<file path="src/rtl/ram_access_arbiter_if.sv">
// Bus bundle between the RAM access arbiter, its requesters and the IO-module RAM.
// The arbiter uses the slave view; the requester/RAM side uses the master view.
interface ram_access_arbiter_if #(
  parameter int ADDRESS_WIDTH = 13,
  parameter int DATA_WIDTH    = 64,
  parameter int NUM_REQ       = 3
);
  logic [NUM_REQ-1:0]               req;
  logic [NUM_REQ-1:0]               req_we;
  logic [NUM_REQ*ADDRESS_WIDTH-1:0] req_addr_rd1;
  logic [NUM_REQ*ADDRESS_WIDTH-1:0] req_addr_rd2;
  logic [NUM_REQ*ADDRESS_WIDTH-1:0] req_addr_wr;
  logic [NUM_REQ*DATA_WIDTH-1:0]    req_wdata;
  logic [NUM_REQ-1:0]               gnt;
  logic                             rd_valid;
  logic [2:0]                       rd_id;
  logic [DATA_WIDTH-1:0]            rd_data1;
  logic [DATA_WIDTH-1:0]            rd_data2;
  logic                             clr_start;
  logic                             clr_busy;
  logic                             clr_done;
  logic                             ram_wr_enable;
  logic [ADDRESS_WIDTH-1:0]         ram_addr_rd1;
  logic [ADDRESS_WIDTH-1:0]         ram_addr_rd2;
  logic [ADDRESS_WIDTH-1:0]         ram_addr_wr;
  logic [DATA_WIDTH-1:0]            ram_data_in;
  logic [DATA_WIDTH-1:0]            ram_data_out1;
  logic [DATA_WIDTH-1:0]            ram_data_out2;

  modport slave (
    input  req, req_we, req_addr_rd1, req_addr_rd2, req_addr_wr, req_wdata,
    input  clr_start, ram_data_out1, ram_data_out2,
    output gnt, rd_valid, rd_id, rd_data1, rd_data2, clr_busy, clr_done,
    output ram_wr_enable, ram_addr_rd1, ram_addr_rd2, ram_addr_wr, ram_data_in
  );

  modport master (
    output req, req_we, req_addr_rd1, req_addr_rd2, req_addr_wr, req_wdata,
    output clr_start, ram_data_out1, ram_data_out2,
    input  gnt, rd_valid, rd_id, rd_data1, rd_data2, clr_busy, clr_done,
    input  ram_wr_enable, ram_addr_rd1, ram_addr_rd2, ram_addr_wr, ram_data_in
  );
endinterface

</file>
<file path="src/rtl/ram_access_arbiter.sv">
// Round-robin arbiter giving NUM_REQ requesters one RAM access per cycle,
// plus an on-demand zero-fill sweep of the whole RAM. Sole driver of the RAM.
module ram_access_arbiter #(
  parameter int ADDRESS_WIDTH = 13,
  parameter int DATA_WIDTH    = 64,
  parameter int NUM_REQ       = 3,
  parameter int DEPTH         = 2**ADDRESS_WIDTH
) (
  input logic                CLK,
  input logic                RST,
  ram_access_arbiter_if.slave bus
);

  typedef enum logic [1:0] {ST_IDLE, ST_GRANT, ST_CLEAR} state_e;

  localparam logic [ADDRESS_WIDTH-1:0] LAST_ADDR = ADDRESS_WIDTH'(DEPTH - 1);
  localparam logic [2:0]               LAST_REQ  = 3'(NUM_REQ - 1);

  state_e                   state_q;
  logic [2:0]               ptr_q;
  logic [2:0]               grant_id_q;
  logic [ADDRESS_WIDTH-1:0] clr_cnt_q;
  logic [NUM_REQ-1:0]       gnt_q;
  logic                     rd_valid_q;
  logic [2:0]               rd_id_q;
  logic [DATA_WIDTH-1:0]    rd_data1_q;
  logic [DATA_WIDTH-1:0]    rd_data2_q;
  logic                     clr_busy_q;
  logic                     clr_done_q;
  logic                     ram_we_q;
  logic [ADDRESS_WIDTH-1:0] ram_addr_rd1_q;
  logic [ADDRESS_WIDTH-1:0] ram_addr_rd2_q;
  logic [ADDRESS_WIDTH-1:0] ram_addr_wr_q;
  logic [DATA_WIDTH-1:0]    ram_wdata_q;

  logic                     arb_found;
  logic [2:0]               arb_win;
  logic [NUM_REQ-1:0]       arb_onehot;
  logic [2:0]               ptr_d;
  logic                     sel_we;
  logic [ADDRESS_WIDTH-1:0] sel_addr_rd1;
  logic [ADDRESS_WIDTH-1:0] sel_addr_rd2;
  logic [ADDRESS_WIDTH-1:0] sel_addr_wr;
  logic [DATA_WIDTH-1:0]    sel_wdata;

  // Two passes: first the requesters at or after the pointer, then the wrap-around.
  always_comb begin
    // NOTE: every output of this block gets a default first, so no latch is inferred.
    arb_found    = 1'b0;
    arb_win      = 3'd0;
    arb_onehot   = '0;
    sel_we       = 1'b0;
    sel_addr_rd1 = '0;
    sel_addr_rd2 = '0;
    sel_addr_wr  = '0;
    sel_wdata    = '0;
    for (int pass = 0; pass < 2; pass++) begin
      for (int j = 0; j < NUM_REQ; j++) begin
        if (!arb_found && bus.req[j] && (pass == 1 || 3'(j) >= ptr_q)) begin
          arb_found     = 1'b1;
          arb_win       = 3'(j);
          arb_onehot[j] = 1'b1;
          sel_we        = bus.req_we[j];
          sel_addr_rd1  = bus.req_addr_rd1[j*ADDRESS_WIDTH +: ADDRESS_WIDTH];
          sel_addr_rd2  = bus.req_addr_rd2[j*ADDRESS_WIDTH +: ADDRESS_WIDTH];
          sel_addr_wr   = bus.req_addr_wr[j*ADDRESS_WIDTH +: ADDRESS_WIDTH];
          sel_wdata     = bus.req_wdata[j*DATA_WIDTH +: DATA_WIDTH];
        end
      end
    end
    ptr_d = (arb_win == LAST_REQ) ? 3'd0 : arb_win + 3'd1;
  end

  // NOTE: state is updated with non-blocking assignments only, so every register
  // samples the pre-edge values and read capture cannot race the RAM write.
  always_ff @(posedge CLK) begin
    if (!RST) begin
      state_q        <= ST_IDLE;
      ptr_q          <= 3'd0;
      grant_id_q     <= 3'd0;
      clr_cnt_q      <= '0;
      gnt_q          <= '0;
      rd_valid_q     <= 1'b0;
      rd_id_q        <= 3'd0;
      rd_data1_q     <= '0;
      rd_data2_q     <= '0;
      clr_busy_q     <= 1'b0;
      clr_done_q     <= 1'b0;
      ram_we_q       <= 1'b0;
      ram_addr_rd1_q <= '0;
      ram_addr_rd2_q <= '0;
      ram_addr_wr_q  <= '0;
      ram_wdata_q    <= '0;
    end else begin
      rd_valid_q <= 1'b0;
      clr_done_q <= 1'b0;

      // A grant in flight always returns its read data, even if a clear follows.
      if (state_q == ST_GRANT) begin
        rd_valid_q <= 1'b1;
        rd_id_q    <= grant_id_q;
        rd_data1_q <= bus.ram_data_out1;
        rd_data2_q <= bus.ram_data_out2;
      end

      case (state_q)
        ST_CLEAR: begin
          if (clr_cnt_q == LAST_ADDR) begin
            state_q    <= ST_IDLE;
            ram_we_q   <= 1'b0;
            clr_busy_q <= 1'b0;
            clr_done_q <= 1'b1;
          end else begin
            clr_cnt_q     <= clr_cnt_q + 1'b1;
            ram_addr_wr_q <= clr_cnt_q + 1'b1;
          end
        end
        default: begin
          if (bus.clr_start) begin
            state_q       <= ST_CLEAR;
            gnt_q         <= '0;
            clr_busy_q    <= 1'b1;
            clr_cnt_q     <= '0;
            ram_we_q      <= 1'b1;
            ram_addr_wr_q <= '0;
            ram_wdata_q   <= '0;
          end else if (arb_found) begin
            state_q        <= ST_GRANT;
            gnt_q          <= arb_onehot;
            grant_id_q     <= arb_win;
            ptr_q          <= ptr_d;
            ram_we_q       <= sel_we;
            ram_addr_rd1_q <= sel_addr_rd1;
            ram_addr_rd2_q <= sel_addr_rd2;
            ram_addr_wr_q  <= sel_addr_wr;
            ram_wdata_q    <= sel_wdata;
          end else begin
            state_q  <= ST_IDLE;
            gnt_q    <= '0;
            ram_we_q <= 1'b0;
          end
        end
      endcase
    end
  end

  assign bus.gnt           = gnt_q;
  assign bus.rd_valid      = rd_valid_q;
  assign bus.rd_id         = rd_id_q;
  assign bus.rd_data1      = rd_data1_q;
  assign bus.rd_data2      = rd_data2_q;
  assign bus.clr_busy      = clr_busy_q;
  assign bus.clr_done      = clr_done_q;
  assign bus.ram_wr_enable = ram_we_q;
  assign bus.ram_addr_rd1  = ram_addr_rd1_q;
  assign bus.ram_addr_rd2  = ram_addr_rd2_q;
  assign bus.ram_addr_wr   = ram_addr_wr_q;
  assign bus.ram_data_in   = ram_wdata_q;

endmodule

</file>
<file path="src/flat_wrapper.sv">
// flat-port wrapper written by rule: the top's interface ports become plain ports
module ram_access_arbiter_flat 
#(
  parameter int ADDRESS_WIDTH = 13,
  parameter int DATA_WIDTH    = 64,
  parameter int NUM_REQ       = 3,
  parameter int DEPTH         = 2**ADDRESS_WIDTH
)
  (CLK, RST, bus_req, bus_req_we, bus_req_addr_rd1, bus_req_addr_rd2, bus_req_addr_wr, bus_req_wdata, bus_clr_start, bus_ram_data_out1, bus_ram_data_out2, bus_gnt, bus_rd_valid, bus_rd_id, bus_rd_data1, bus_rd_data2, bus_clr_busy, bus_clr_done, bus_ram_wr_enable, bus_ram_addr_rd1, bus_ram_addr_rd2, bus_ram_addr_wr, bus_ram_data_in);
  ram_access_arbiter_if #(.ADDRESS_WIDTH(ADDRESS_WIDTH), .DATA_WIDTH(DATA_WIDTH), .NUM_REQ(NUM_REQ)) bus_i ();
  input logic CLK;
  input logic RST;
  input wire logic [$bits(bus_i.req)-1:0] bus_req;
  input wire logic [$bits(bus_i.req_we)-1:0] bus_req_we;
  input wire logic [$bits(bus_i.req_addr_rd1)-1:0] bus_req_addr_rd1;
  input wire logic [$bits(bus_i.req_addr_rd2)-1:0] bus_req_addr_rd2;
  input wire logic [$bits(bus_i.req_addr_wr)-1:0] bus_req_addr_wr;
  input wire logic [$bits(bus_i.req_wdata)-1:0] bus_req_wdata;
  input wire logic [$bits(bus_i.clr_start)-1:0] bus_clr_start;
  input wire logic [$bits(bus_i.ram_data_out1)-1:0] bus_ram_data_out1;
  input wire logic [$bits(bus_i.ram_data_out2)-1:0] bus_ram_data_out2;
  output wire logic [$bits(bus_i.gnt)-1:0] bus_gnt;
  output wire logic [$bits(bus_i.rd_valid)-1:0] bus_rd_valid;
  output wire logic [$bits(bus_i.rd_id)-1:0] bus_rd_id;
  output wire logic [$bits(bus_i.rd_data1)-1:0] bus_rd_data1;
  output wire logic [$bits(bus_i.rd_data2)-1:0] bus_rd_data2;
  output wire logic [$bits(bus_i.clr_busy)-1:0] bus_clr_busy;
  output wire logic [$bits(bus_i.clr_done)-1:0] bus_clr_done;
  output wire logic [$bits(bus_i.ram_wr_enable)-1:0] bus_ram_wr_enable;
  output wire logic [$bits(bus_i.ram_addr_rd1)-1:0] bus_ram_addr_rd1;
  output wire logic [$bits(bus_i.ram_addr_rd2)-1:0] bus_ram_addr_rd2;
  output wire logic [$bits(bus_i.ram_addr_wr)-1:0] bus_ram_addr_wr;
  output wire logic [$bits(bus_i.ram_data_in)-1:0] bus_ram_data_in;
  assign bus_i.req = bus_req;
  assign bus_i.req_we = bus_req_we;
  assign bus_i.req_addr_rd1 = bus_req_addr_rd1;
  assign bus_i.req_addr_rd2 = bus_req_addr_rd2;
  assign bus_i.req_addr_wr = bus_req_addr_wr;
  assign bus_i.req_wdata = bus_req_wdata;
  assign bus_i.clr_start = bus_clr_start;
  assign bus_i.ram_data_out1 = bus_ram_data_out1;
  assign bus_i.ram_data_out2 = bus_ram_data_out2;
  assign bus_gnt = bus_i.gnt;
  assign bus_rd_valid = bus_i.rd_valid;
  assign bus_rd_id = bus_i.rd_id;
  assign bus_rd_data1 = bus_i.rd_data1;
  assign bus_rd_data2 = bus_i.rd_data2;
  assign bus_clr_busy = bus_i.clr_busy;
  assign bus_clr_done = bus_i.clr_done;
  assign bus_ram_wr_enable = bus_i.ram_wr_enable;
  assign bus_ram_addr_rd1 = bus_i.ram_addr_rd1;
  assign bus_ram_addr_rd2 = bus_i.ram_addr_rd2;
  assign bus_ram_addr_wr = bus_i.ram_addr_wr;
  assign bus_ram_data_in = bus_i.ram_data_in;
  ram_access_arbiter #(.ADDRESS_WIDTH(ADDRESS_WIDTH), .DATA_WIDTH(DATA_WIDTH), .NUM_REQ(NUM_REQ), .DEPTH(DEPTH)) u_core (.CLK(CLK), .RST(RST), .bus(bus_i));
endmodule
</file>
<file path="config.mk">
export PLATFORM = sky130hd
export DESIGN_NAME = ram_access_arbiter_flat
export DESIGN_NICKNAME = d
export VERILOG_FILES = /design/src/rtl/ram_access_arbiter_if.sv /design/src/rtl/ram_access_arbiter.sv /design/src/flat_wrapper.sv
export SDC_FILE = /design/constraint.sdc
export NUM_CORES = 1
export LEC_CHECK = 0
export CORE_AREA = 2 2 264 266
export DETAILED_ROUTE_END_ITERATION = 12
export DIE_AREA = 0 0 266 268
export HOLD_SLACK_MARGIN = 0.02
export PLACE_DENSITY = 0.49
export SYNTH_ARGS = -nofsm -noshare
export SYNTH_HDL_FRONTEND = slang
export SYNTH_SLANG_ARGS = --single-unit
</file>
<file path="constraint.sdc">
create_clock -name CLK -period 4.38 [get_ports CLK]
set_input_delay 1.095 -clock CLK [delete_from_list [all_inputs] [get_ports CLK]]
set_output_delay 1.095 -clock CLK [all_outputs]
set_load 0.01 [all_outputs]
</file>
; After elaboration in Yosys (flattened, before gate mapping)
; Index checks and enable logic that the tools add are counted.
[totals]
register_bits = 262
out_inout_bits = 241
wordCells = 120
[op_classes]
add_sub_neg = 2
magnitude_cmp = 3
n_eq_ne = 6
n_mux = 69
n_bitwise = 2
reduce_logical = 22
[ops]
columns = op, n
row1 = $mux 64, 8
row2 = $mux 13, 24
row3 = $mux 1, 27
row4 = $mux 2, 7
row5 = $add 13x1->13 const B, 1
row6 = $eq 13x13->1 const B, 1
row7 = $reduce_and 2->1, 5
row8 = $mux 3, 3
row9 = $logic_and 1x1->1, 8
row10 = $ge 1x3->1 const A, 2
row11 = $logic_not 1->1, 5
row12 = $eq 2x2->1 const B, 2
row13 = $reduce_bool 2->1, 2
row14 = $add 2x1->3 const B, 1
row15 = $ge 2x3->1 const A, 1
row16 = $reduce_and 3->1, 1
row17 = $reduce_bool 3->1, 1
row18 = $eq 2x1->1 const B, 1
row19 = $ne 2x1->1 const B, 1
row20 = $ne 2x2->1 const B, 1
row21 = $not 1->1, 2

; Longest topological paths before layout
[logic_depth]
depth_word = 23
depth_mapped = 9
depth_no_buf = 7

; Least setup slack after synthesis
; OpenSTA, ideal clock, no wires.
[synth_timing]
path_kind = in2reg
start = in bus_req[2]
end = reg u_core.ram_wdata_q[10], in the netlist u_core.bus.ram_data_in[10]
setup_time_ns = 0.117
arrival_ns = 2.442
required_ns = 4.263
setup_slack_ns = 1.821
cell_stages = 8
path_cell_list = buf_4 -> o21bai_1 -> o311a_1 -> buf_2 -> buf_2 -> a221oi_1 -> o21ai_1 -> a22o_1
[synth_via]
elab_chain_len = 14
[synth_lines]
columns = element, line_no
row1 = start: declaration, flat_wrapper.sv:13  ; input wire logic [$bits(bus_i.req)-1:0] bus_req;
row2 = $logic_and 1x1->1 (2 in series), ram_access_arbiter.sv:59  ; if (!arb_found && bus.req[j] && (pass == 1 || 3'(j) >= ptr_q)) begin
row3 = $mux 1, ram_access_arbiter.sv:59
row4 = $logic_not 1->1, ram_access_arbiter.sv:59
row5 = $logic_and 1x1->1, ram_access_arbiter.sv:59
row6 = $mux 1, ram_access_arbiter.sv:59
row7 = $logic_not 1->1, ram_access_arbiter.sv:59
row8 = $logic_and 1x1->1, ram_access_arbiter.sv:59
row9 = $mux 1, ram_access_arbiter.sv:59
row10 = $logic_not 1->1, ram_access_arbiter.sv:59
row11 = $logic_and 1x1->1, ram_access_arbiter.sv:59
row12 = $mux 64 or $mux 1 (tied branches), ram_access_arbiter.sv:59
row13 = $mux 64 or $reduce_bool 2->1 (tied branches), -
row14 = $mux 64 or $reduce_and 2->1 (tied branches), -
row15 = end signal: assignment, ram_access_arbiter.sv:136  ; ram_wdata_q <= sel_wdata;
row16 = end: declaration, ram_access_arbiter.sv:34  ; logic [DATA_WIDTH-1:0] ram_wdata_q;
; Several ways; a longest one is shown, not always the timed one. The select of a mux whose other input is x is not followed.
; A chain may end at the register's enable or synchronous reset.

; Final worst setup path
[layout_timing]
start = in bus_req[2]
end = reg u_core.ram_addr_rd2_q[8], in the netlist u_core.bus.ram_addr_rd2[8]
[layout_via]
elab_chain_len = 13
[layout_lines]
columns = element, line_no
row1 = $logic_and 1x1->1 (2 in series), ram_access_arbiter.sv:59
row2 = $mux 1, ram_access_arbiter.sv:59
row3 = $logic_not 1->1, ram_access_arbiter.sv:59
row4 = $logic_and 1x1->1, ram_access_arbiter.sv:59
row5 = $mux 1, ram_access_arbiter.sv:59
row6 = $logic_not 1->1, ram_access_arbiter.sv:59
row7 = $logic_and 1x1->1, ram_access_arbiter.sv:59
row8 = $mux 1, ram_access_arbiter.sv:59
row9 = $logic_not 1->1, ram_access_arbiter.sv:59
row10 = $logic_and 1x1->1, ram_access_arbiter.sv:59
row11 = $mux 1, ram_access_arbiter.sv:59
row12 = $reduce_and 3->1 (no source line), -
row13 = end signal: assignment, ram_access_arbiter.sv:134  ; ram_addr_rd2_q <= sel_addr_rd2;
row14 = end: declaration, ram_access_arbiter.sv:32  ; logic [ADDRESS_WIDTH-1:0] ram_addr_rd2_q;
; Several ways; a longest one is shown, not always the timed one.

==> results.yml <==
synthesis:
  syn_inst: 1419
  ys.flop_type: "dfxtp_1"
  synth_edf_count: 0
  async_reset_ff_share_pct: 0
  synth-seq-area-share_pct: 45.3
  syn-cell-area_um2: 11500
  ys.warnings.count: 0
  ys_seq_elements: 260
  syn_avg_cell_area_um2: 8.09
  synth_cell_types: 65
  synth_nets: 1866
worst_setup_path:
  ff2ff_path_depth: 6
  crit_cells: 7
  r2r_start: "u_core.ptr_q[1]"
  arrival_ns: 3.75
  crit_path_max_fanout: 38
  rrSetupSlack_ns: 1.66
  crit_required_ns: 4.75
  crit_path_max_incr_delay_ns: 0.81
  crit_path_end_kind: "register"
  r2r_end: "u_core.bus.ram_addr_rd2[8]"
  crit_slowest_cell: "clkdlybuf4s50_1"
  path_delay_family: "buffers and inverters"
  crit_end: "u_core.bus.ram_addr_rd2[8]"
  crit_buf_inv: 3
  startpoint_type: "primary input"
  critPathLaunch: "bus_req[2]"
  critical_path_class: "in2reg"
  cp_cell_sequence: "clkdlybuf4s50_1, inv_1, nor4_4, buf_4, nand2_1, o221ai_1, a31oi_1"
timing:
  setup_viol: 0
  max_freq_mhz: 295
  slew_viol_final: 0
  tightest_slew_ns: 1.19
  rsz0062_at_grt: "false"
  layout_min_cycle_time_ns: 3.39
  hold_viol_final: 0
  period_share_pct: 77.4
  hold_slack_ns: 0.451
  relSlewSlack_pct: 20.6
  final.setup.tns_ns: 0
  finClkSkew_ns: 0.0256
cts:
  hold_buffers: 0
  post_cts_buffers: 0
  clock_sinks: 260
  htree_num_levels: 2
  clk_pin_slew_ns: 0.05
  cts_tree: "built"
  clk_latency_ns: 0.55
  root_buffer: "clkbuf_16"
  cts_inserted_buffers: 37
  cts.repair.resized: 0
  clockBufferDepth: 3
job:
  cap_violations: 0
run_status:
  status: "finished, final reports clean"
final_layout:
  multi_input_area_um2: 5760
  drive_above_1_share_pct: 5.98
  nFillCells: 7219
  syn_to_final_growth_pct: 78.9
  register_area_um2: 5200
  nets: 2494
  final-instance-count-excl-fill: 2961
pwr:
  p_sw_share_pct: 26.7
  clkPwrFrac_pct: 44.1
  power_switching_uw: 1860
  p_leak_uw: 0.00722
  ir_drop_uv: 224
  p_comb_share_pct: 19.1
  p_seq_share_pct: 36.7
  power.internal_uw: 5100
  power_density_nw_per_um2: 339
grt:
  grt_pass1_vias: 13200
  antenna_found_initial: 7
  track_usage_pct: 16.4
  grt_pass1_wl_um: 88700
  grt_overflow: 0
  grt_max_degree: 111
routing:
  antenna_left: 0
  routedWlPerCell_um: 21.0
  first_iter_violations: 1155
  wirelength_um: 62100
  drc: 0
  firstDrtPassIters: 8
  via_count: 13400
  via_per_inst: 4.51
placement:
  dp.cells: 2890
  io_buffers: 685
  dp_hpwl_um: 46900
  place.gp.congestion: 0.897
floorplan:
  fp.dieArea_um2: 71300
  die_height_um: 268
  pin_count: 687
  fp.dieW_um: 266
  num_rows: 96
  design.core.area_um2: 68200
  start_util_pct: 16.8
hold_path:
  hold_path.class: "reg2reg"
logic make-up (layout without fill, tap and decap cells):
| family | Yosys count | in the layout | synth area share (%) |
|---|---|---|---|
| compound gates | 505 | 505 | 29.5 |
| xor+xnor | 9 | 9 | 0.686 |
| fa+ha+maj | 1 | 1 | 0.109 |
| buf+inv | 135 | 791 | 5.00 |
| flops | 260 | 260 | 45.3 |
| mux | 26 | 26 | 2.27 |
| other cells | 1 | 5 | 0.0327 |
| simple gates | 482 | 482 | 17.1 |
metrics by stage:
step | util, % | cell area (um^2) | power (uW) | setup WS, ns
after floorplan | - | 11500 | 3070 | 1.82
after global placement | 28.3 | 19300 | 3930 | 0.524
after detailed placement | 28.3 | 19300 | 3940 | 0.459
after CTS | 30.1 | 20500 | 7090 | 1.03
after global routing | 30.1 | 20500 | 7280 | 0.807
final | 30.1 | 20500 | 6960 | 0.992
state kept, by name (all words and copies together) (netlist names), 2 cells and up:
register / count
u_core.bus.ram_addr_rd2: 13
u_core.bus.rd_data1: 64
u_core.grant_id_q: 2
u_core.bus.ram_data_in: 64
u_core.clr_cnt_q: 13
u_core.bus.rd_data2: 64
u_core.bus.rd_id: 2
u_core.bus.ram_addr_wr: 13
u_core.bus.gnt: 3
u_core.bus.ram_addr_rd1: 13
u_core.ptr_q: 3
u_core.state_q: 2
power by group through the flow:
stage | clock network (uW) | logic [uW] | registers [uW]
final | 3070 | 1330 | 2560
after global placement | 0 | 1330 | 2600
after detailed placement | 0 | 1340 | 2600
after CTS | 3190 | 1340 | 2560
after floorplan | 0 | 437 | 2640
after global routing | 3280 | 1430 | 2570
worst min path at each step:
stage,from,end,slack (ns),cells past startpoint
floorplan,u_core.grant_id_q[1],u_core.bus.rd_id[1],0.43,2
global placement,u_core.bus.ram_data_in[59],u_core.bus.ram_data_in[59],0.44,2
detailed placement,u_core.bus.ram_data_in[53],u_core.bus.ram_data_in[53],0.44,2
CTS,u_core.bus.rd_data1[24],u_core.bus.rd_data1[24],0.45,2
finish,u_core.bus.ram_data_in[53],u_core.bus.ram_data_in[53],0.45,2
global route,u_core.bus.rd_data2[11],u_core.bus.rd_data2[11],0.47,2
metal layers:
layer | track usage (%) | wire (um)
met1 | 20.2 | 25600
met5 | 0 | 34
met2 | 28.3 | 30900
met4 | 5.24 | 1610
met3 | 3.88 | 3990
area by class of cell:
class,instances,area share (%)
Clock buffer,55,5.43
Timing Repair Buffer,719,35.0
Tap cell,882,5.37
Clock inverter,12,0.621
Sequential cell,260,25.3
Antenna cell,4,0.0487
Inverter,5,0.104
Multi-Input combinational cell,1024,28.1
Yosys cell counts (all sizes together), types with 3 or more instances:
cell | instances | area (um^2)
a211oi | 8 | 65.1
a21o | 6 | 45.0
a21oi | 178 | 898
a221oi | 32 | 343
a222oi | 50 | 500
a22o | 31 | 272
a22oi | 18 | 135
a31oi | 16 | 100
and2 | 4 | 25.0
buf | 43 | 228
clkbuf | 87 | 328
dfxtp | 260 | 5200
inv | 5 | 18.8
mux2i | 26 | 260
nand2 | 330 | 1240
nand2b | 8 | 50.1
nand3 | 12 | 60.1
nand4 | 3 | 18.8
nor2 | 94 | 353
nor2b | 3 | 18.8
nor3 | 14 | 75.1
o211ai | 3 | 27.5
o21a | 18 | 135
o21ai | 107 | 536
o221ai | 14 | 123
o22ai | 5 | 31.3
o41ai | 3 | 26.3
xnor2 | 5 | 43.8
xor2 | 4 | 35.0
placed cells by master, fill, tap and decap left out, types with 4 or more instances in the layout:
master,n
mux2i_1,26
diode_2,4
o221ai_1,14
nand3_1,12
a21o_1,5
a222oi_1,50
dfxtp_1,260
a22oi_1,18
o21ai_0,83
a31oi_1,16
nor2_1,94
buf_12,7
xnor2_1,5
a221oi_2,10
nand2b_1,7
xor2_1,4
o21ai_1,24
o21a_1,18
a211oi_1,7
inv_1,4
o22ai_1,5
clkdlybuf4s50_1,684
a22o_1,31
clkbuf_8,10
a21oi_1,176
nor3_1,13
nand2_1,328
clkbuf_16,38
a221oi_1,22
buf_4,27
clkinv_2,7
clkbuf_1,7
worst register-to-register path, delay by kind of cell, from the launching register on:
family          cells  cell delay, ns
simple gates        2            0.69
flops               1            0.74
compound gates      3            0.62
buf+inv             1            0.52
(Power assumes the default switching activity.)
